File: src/rtl/uart_frame_rx.sv
`default_nettype none
// ============================================================================
//  Module      : uart_frame_rx
//  Description : Collects UART receive bytes into 4-byte command frames,
//                sent MSB byte first: byte0 = command (bit0 = write flag),
//                byte1 = register address, byte2/byte3 = data high/low.
//                A partial frame is discarded after TIMEOUT_CLKS clocks
//                without a byte. One complete frame is held in an output
//                register and released with a valid/ready handshake.
//  Revision    : 1.0 - initial release
// ----------------------------------------------------------------------------
//  Ports
//    clk        in   system clock, rising edge
//    rst        in   asynchronous reset, active-low (0 = reset)
//    rx_dv      in   one-clock strobe, rx_byte valid
//    rx_byte    in   [7:0] received byte
//    frm_valid  out  complete frame held on frm_* outputs
//    frm_ready  in   consumer accepts the held frame
//    frm_wr     out  byte0 bit0 of the held frame
//    frm_addr   out  [7:0]  byte1 of the held frame
//    frm_data   out  [15:0] {byte2, byte3} of the held frame
//    frm_raw    out  [31:0] {byte0, byte1, byte2, byte3}
//    busy       out  partial frame in progress
//    to_err     out  one-clock pulse, partial frame discarded by timeout
//    ovf_err    out  one-clock pulse, completed frame dropped (slot full)
// ============================================================================
module uart_frame_rx #(
  parameter int TIMEOUT_CLKS = 7440,
  parameter int CNT_W        = 13
) (
  input  logic        clk,
  input  logic        rst,
  input  logic        rx_dv,
  input  logic [7:0]  rx_byte,
  output logic        frm_valid,
  input  logic        frm_ready,
  output logic        frm_wr,
  output logic [7:0]  frm_addr,
  output logic [15:0] frm_data,
  output logic [31:0] frm_raw,
  output logic        busy,
  output logic        to_err,
  output logic        ovf_err
);

  typedef enum logic [0:0] {
    S_IDLE    = 1'b0,
    S_COLLECT = 1'b1
  } state_t;

  localparam logic [CNT_W-1:0] c_TO_LAST = CNT_W'(TIMEOUT_CLKS - 1);
  localparam logic [CNT_W-1:0] c_TO_MAX  = '1;

  state_t           r_state;
  state_t           w_state_nxt;
  logic [1:0]       r_cnt;
  logic [1:0]       w_cnt_nxt;
  // Only the three earlier bytes need storage; the 4th is taken straight
  // from rx_byte on the completing cycle.
  logic [23:0]      r_shift;
  logic [23:0]      w_shift_nxt;
  logic [CNT_W-1:0] r_timer;
  logic [CNT_W-1:0] w_timer_nxt;
  logic             w_done;
  logic             w_to;
  logic             w_slot_free;
  logic [31:0]      w_frame;

  logic             r_frm_valid;
  logic [31:0]      r_frm_raw;
  logic             r_to_err;
  logic             r_ovf_err;

  // State register
  always_ff @(posedge clk or negedge rst) begin
    if (!rst) begin
      r_state <= S_IDLE;
      r_cnt   <= 2'd0;
      r_shift <= 24'd0;
      r_timer <= '0;
    end else begin
      r_state <= w_state_nxt;
      r_cnt   <= w_cnt_nxt;
      r_shift <= w_shift_nxt;
      r_timer <= w_timer_nxt;
    end
  end

  // Next-state logic
  always_comb begin
    w_state_nxt = r_state;
    w_cnt_nxt   = r_cnt;
    w_shift_nxt = r_shift;
    w_timer_nxt = r_timer;
    w_done      = 1'b0;
    w_to        = 1'b0;
    case (r_state)
      S_IDLE: begin
        if (rx_dv) begin
          w_shift_nxt = {r_shift[15:0], rx_byte};
          w_cnt_nxt   = 2'd1;
          w_timer_nxt = '0;
          w_state_nxt = S_COLLECT;
        end
      end
      S_COLLECT: begin
        // A byte on the expiry cycle wins over the timeout.
        if (rx_dv) begin
          w_timer_nxt = '0;
          if (r_cnt == 2'd3) begin
            w_done      = 1'b1;
            w_cnt_nxt   = 2'd0;
            w_shift_nxt = 24'd0;
            w_state_nxt = S_IDLE;
          end else begin
            w_shift_nxt = {r_shift[15:0], rx_byte};
            w_cnt_nxt   = r_cnt + 2'd1;
          end
        end else if (r_timer == c_TO_LAST) begin
          w_to        = 1'b1;
          w_cnt_nxt   = 2'd0;
          w_shift_nxt = 24'd0;
          w_timer_nxt = '0;
          w_state_nxt = S_IDLE;
        end else if (r_timer != c_TO_MAX) begin
          w_timer_nxt = r_timer + 1'b1;
        end
      end
      default: begin
        w_state_nxt = S_IDLE;
        w_cnt_nxt   = 2'd0;
        w_shift_nxt = 24'd0;
        w_timer_nxt = '0;
      end
    endcase
  end

  assign w_frame     = {r_shift, rx_byte};
  // The slot may be refilled on the same cycle the consumer drains it.
  assign w_slot_free = !r_frm_valid || frm_ready;

  // Output slot and error pulses
  always_ff @(posedge clk or negedge rst) begin
    if (!rst) begin
      r_frm_valid <= 1'b0;
      r_frm_raw   <= 32'd0;
      r_to_err    <= 1'b0;
      r_ovf_err   <= 1'b0;
    end else begin
      r_to_err  <= w_to;
      r_ovf_err <= w_done && !w_slot_free;
      if (w_done && w_slot_free) begin
        r_frm_raw   <= w_frame;
        r_frm_valid <= 1'b1;
      end else if (r_frm_valid && frm_ready) begin
        r_frm_valid <= 1'b0;
      end
    end
  end

  assign frm_valid = r_frm_valid;
  assign frm_raw   = r_frm_raw;
  assign frm_wr    = r_frm_raw[24];
  assign frm_addr  = r_frm_raw[23:16];
  assign frm_data  = r_frm_raw[15:0];
  assign busy      = (r_state == S_COLLECT);
  assign to_err    = r_to_err;
  assign ovf_err   = r_ovf_err;

endmodule
`default_nettype wire
File: config.mk
export PLATFORM = sky130hd
export DESIGN_NAME = uart_frame_rx
export DESIGN_NICKNAME = d
export VERILOG_FILES = /design/src/rtl/uart_frame_rx.sv
export SDC_FILE = /design/constraint.sdc
export NUM_CORES = 1
export LEC_CHECK = 0
export ABC_AREA = 0
export BUFFER_PORTS_ARGS = -buffer_cell sky130_fd_sc_hd__buf_2
export CELL_PAD_IN_SITES_DETAIL_PLACEMENT = 1
export CELL_PAD_IN_SITES_GLOBAL_PLACEMENT = 1
export CORE_MARGIN = 3
export CORE_UTILIZATION = 45
export CTS_CLUSTER_DIAMETER = 30
export DETAILED_ROUTE_END_ITERATION = 7
export PLACE_DENSITY = 0.82
export SYNTH_ARGS = -nofsm -noshare
export SYNTH_HDL_FRONTEND = slang
export SYNTH_SLANG_ARGS = --single-unit
File: constraint.sdc
create_clock -name clk -period 3.2 [get_ports clk]
set_input_delay 0.32 -clock clk [delete_from_list [all_inputs] [get_ports clk]]
set_output_delay 0.32 -clock clk [all_outputs]
set_load 0.01 [all_outputs]
Yosys cells after proc, flatten, opt, wreduce, memory -nomap -nowiden
Index checks and enable logic that the tools add are counted.
{ "totals": {"reg_bits": 75, "input_bits": 12, "output_inout_bits": 61} }
{ "op_classes": {"addsub": 2, "n_eq_ne": 6, "muxes": 28, "bitwise": 1, "reduce_logical": 9} }
{ "op_table": {"columns": ["op", "n"], "rows": [
  ["24-bit two-way mux", 4],
  ["13-bit two-way mux", 4],
  ["24-bit case mux with 2 select lines", 1],
  ["13-bit case mux with 2 select lines", 1],
  ["13-bit by 1-bit adder with 13-bit output (second input constant)", 1],
  ["13-bit == test (second input constant)", 1],
  ["13-bit inequality test (second input constant)", 1],
  ["1-bit two-way mux", 12],
  ["2-bit two-way mux", 4],
  ["4-bit by 2-bit inequality test with 1-bit output (second input constant)", 1],
  ["2-bit case mux with 2 select lines", 1],
  ["2-bit AND reduction", 2],
  ["1-bit logical AND", 3],
  ["3-bit by 2-bit inequality test with 1-bit output (second input constant)", 1],
  ["2-bit by 1-bit adder with 2-bit output (second input constant)", 1],
  ["2-bit == test (second input constant)", 1],
  ["1-bit zero test", 2],
  ["2-bit inequality test (second input constant)", 1],
  ["1-bit case mux with 2 select lines", 1],
  ["2-bit nonzero test", 1],
  ["1-bit logical OR", 1],
  ["1-bit NOT", 1]
]} }

Depth between registers and ports, before layout
{ "logic_depth": {"depth_word": 6, "mapped_depth": 6, "ltp_nobuf": 5} }

Least setup slack after synthesis
No wires, ideal clock.
{ "synth_timing": {"path_type": "flip-flop to flip-flop", "startpoint": "register r_timer[0]", "endpoint": "register r_timer[6]", "t_arrival_ns": 1.585, "required_time_ns": 3.081, "setup_slack_ns": 1.496, "stages_incl_launch_ff": 7, "n_path_buf": 1, "synth_period_minus_slack_ns": 1.704, "path_cell_list": "dfrtp_1 ha_1 nand3_1 nor4_2 buf_2 nor4_1 o21a_1"} }
{ "synth_via": {"elab_chain_cells": 5, "elab_cells_between_ends": 9, "cone_classes": "add/sub: 1; eq/ne: 3; mux: 4; reduce/logical: 1"} }
{ "synth_lines": {"columns": ["item", "line_no", "text"], "rows": [
  ["start: declaration", "62", "logic [CNT_W-1:0] r_timer;"],
  ["start signal: assignment", "85", "r_timer <= w_timer_nxt;"],
  ["13-bit by 1-bit adder with 13-bit output", "126", "w_timer_nxt = r_timer + 1'b1;"],
  ["13-bit two-way mux", "125", "end else if (r_timer != c_TO_MAX) begin"],
  ["13-bit two-way mux", "119", "end else if (r_timer == c_TO_LAST) begin"],
  ["13-bit two-way mux", "108", "if (rx_dv) begin"],
  ["13-bit case mux with 2 select lines", "97", "case (r_state)"]
]} }
Several ways; a longest one is shown, not always the timed one. The select of a mux whose other input is x is not followed.
A chain may end at the register's enable or synchronous reset.

Final worst setup path
{ "layout_timing": {"startpoint": "register r_timer[0]", "endpoint": "register r_shift[13]"} }
{ "layout_via": {"elab_chain_cells": 3} }
{ "layout_lines": {"columns": ["item", "line_no", "text"], "rows": [
  ["13-bit == test", "119", null],
  ["3-bit by 2-bit inequality test with 1-bit output (no line)", null, null],
  ["2-bit AND reduction (no line)", null, null],
  ["end signal: assignment", "84", "r_shift <= w_shift_nxt;"],
  ["end: declaration", "60", "logic [23:0] r_shift;"]
]} }
No other way between the ends.

==> results.txt <==
Overflow after GRT = 0
Post-route setup slack = 0.8813 ns
Vias = 2,409
Count of hold-fix buffers inserted at cts = 0
Most common cell after layout, fill and taps aside = dfrtp_1
Cell Area, Synth = 0.003382 mm2
DRC viols = 0
Worst rel slew slack = 0.2938
Setup crit end kind = flop
Rows = 30
Setup CP Type = reg2reg
WP data required = 3.48 ns
Net count of the mapped netlist = 321
Sequential area share after synthesis = 0.5549
RSZ-0062 raised after global routing = no
Yosys top cell by area = dfrtp_1
GRT Util Overall = 0.1884
Final setup violation count = 0
Fillers = 780
Worst IR Drop VDD = 0.3516 mV
Setup_tns = 0 ns
Die X-Extent = 92.69 um
Die Y = 92.69 um
Tcrit/Tclk final = 0.7246
Pre-CTS setup slack = 0.9317 ns
DP Area = 0.003640 mm2
Iteration count of the initial detailed-routing pass = 4
Vias per inst = 5.341
Register bit total from synthesis = 75
Global-route wire length before repair = 12,730 um
Core footprint = 0.007019 mm2
Arr. time, crit path = 2.59 ns
N_diodes = 0
Post-route minimum period = 2.319 ns
Cts repair resizes = 0
Syn. warnings = 0
PD cells = 799.9 mW/mm2
Fmax achieved = 431.3 MHz
CTS Buf Count = 9
Worst slew pin tran = 1.056 ns
Leading cell types in the layout, fill and taps excluded = dfrtp_1 (75), buf_2 (71), nand2_1 (51)
Largest net degree at the start of global routing = 76
Post-route cell area = 0.003850 mm2
Final-report max-slew violation count = 0
CTS Sinks = 75
Slowest-stage cell, CP = a41oi_4
Top cells by area, synth = dfrtp_1 (55%), buf_4 (6.0%), nand2_1 (5.7%)
Post-synth top area share = 0.5549
Max-cap viol count = 0
Gate Count Post-Synth = 307
Leakage dissipation = 1.853 nW
Clk_skew = 0.01475 ns
Post-CTS setup buffers = 0
P&R area growth vs syn = 13.84%
CP cell instances = ha_1 -> and3_1 -> a41oi_4 -> buf_4 -> nand2_1 -> o21ai_1
Yosys cell types = 40
Root Driver = clkbuf_8
Port buffer count = 72
H-Tree Depth = 3
Gp weighted congestion = 0.7988
CTS Buffer Depth = 2
Initial Utilization = 0.4818
Initial DRC Count = 126
Hold Path Class = in2async
Initial antenna violation count = 0
Synth Area per Inst = 11.02 um2
Detail Placement HPWL = 4954 um
Mean routed wirelength per cell = 16.74 um
Total power = 3.080 mW
Share of layout cells above drive strength 1 = 0.3268
Crit Path Max Fanout = 39
Number of global-route vias before repair = 2,533
Post-DRT Antenna Nets = 0
Critical Path Source Type = flop
CTS tree = done
Skew-Pair Late Insertion Delay = 0.35 ns
Clock transition at path regs = 0.08 ns
Die footprint = 0.008591 mm2
Crit-path max cell delay = 0.78 ns
Hold Vio Cnt, Final = 0
Nets = 364
Status = completed
I/O pin count = 73
Wirelength, routed = 7550 um
Finished Core Util = 0.5485
==> metal layers <==
metal / wire length (um) / track usage / vias up
li1: - / - / 1135
met1: 3472 / 0.2560 / 1198
met2: 3623 / 0.2912 / 65
met3: 334 / 0.05118 / 11
met4: 120 / 0.06716 / 0
met5: 0 / 0 / -
==> final timing paths <==
kind                                         startpoint                 endpoint  slack, ns  depth (start not counted)
worst max-delay path             r_timer[0]$_DFFE_PN0P_  r_shift[13]$_DFFE_PN0P_       0.88                          6
worst min-delay path                                rst  r_timer[11]$_DFFE_PN0P_        0.1                          1
worst max register to register   r_timer[0]$_DFFE_PN0P_  r_shift[13]$_DFFE_PN0P_       0.88                          6
worst min register to register  frm_raw[27]$_DFFE_PN0P_  frm_raw[27]$_DFFE_PN0P_       0.49                          1
max in group asynchronous                           rst   frm_raw[7]$_DFFE_PN0P_       2.48                          1
min in group clk                             rx_byte[1]   frm_raw[1]$_DFFE_PN0P_       0.20                          2
==> critical path, delay by kind of cell (launching register included) <==
| family | cells | cell delay (ns) |
|---|---|---|
| flops | 1 | 0.45 |
| buf+inv | 1 | 0.32 |
| fa+ha+maj | 1 | 0.27 |
| simple gates | 2 | 0.34 |
| compound gates | 2 | 0.86 |
==> kinds of logic (layout without fill, tap and decap cells) <==
kind of cell	count (synthesis)	in the layout	share of synthesized area
AOI/OAI and AO/OA	58	58	0.1006
adders and majority gates	2	2	0.007398
buffers and inverters	47	95	0.08435
DFF	75	75	0.5549
muxes	32	32	0.1065
and+or+nand+nor	93	93	0.1461
==> flip-flops by register name (all words and copies together), names as in the netlist <==
name and flops:
busy 1, frm_raw 32, to_err 1, r_cnt 2
frm_valid 1, r_timer 13, ovf_err 1, r_shift 24
==> through the flow <==
stage / std cells / hold WS (ns)
2_1_floorplan: 307 / 0.02441
3_3_place_gp: 435 / 0.4645
3_5_place_dp: 435 / 0.4751
4_1_cts: 451 / 0.1449
5_1_grt: 451 / 0.1783
6_report: 451 / 0.09752
==> power breakdown <==
group          switching (mW)  leakage (nW)  internal, mW
combinational           0.511         0.754         0.415
clock                   0.371         0.103         0.388
sequential              0.197         0.996          1.20
total                    1.08          1.85          2.00
==> cell usage after synthesis <==
| cell | number |
|---|---|
| o21a_1 | 2 |
| o31a_1 | 1 |
| clkbuf_1 | 9 |
| nand3_2 | 1 |
| nor4_1 | 1 |
| nand4b_1 | 1 |
| and3_1 | 2 |
| nor2b_1 | 1 |
| nor4b_2 | 1 |
| or4_4 | 1 |
| or3_1 | 2 |
| or2_1 | 2 |
| o21ai_1 | 28 |
| nor3_1 | 1 |
| o41ai_1 | 1 |
| nor4_2 | 1 |
| mux2_2 | 17 |
| o21ai_0 | 2 |
| ha_1 | 2 |
| or4b_1 | 1 |
| inv_1 | 5 |
| o31ai_1 | 7 |
| or4_1 | 7 |
| a21oi_2 | 1 |
| nand4_1 | 4 |
| mux2_1 | 15 |
| nand2_1 | 51 |
| a32o_1 | 1 |
| buf_4 | 27 |
| buf_2 | 6 |
| or3_4 | 1 |
| a21oi_1 | 12 |
| nand2b_1 | 3 |
| nand4_4 | 1 |
| dfrtp_1 | 75 |
| nor2_1 | 5 |
| a31o_1 | 1 |
| nand3_1 | 5 |
| a41oi_1 | 2 |
| nor3b_1 | 1 |
==> final cells by class <==
type,instances,area [um2],share of cell area
inverter,5,18.77,0.004875
tap,96,120.1,0.03120
clock inverter,6,72.57,0.01885
clock buffer,10,137.6,0.03575
multi-input combinational,185,1246,0.3237
sequential,75,1877,0.4875
timing repair buffer,74,377.9,0.09815
Power figures use the tool's default switching activity.
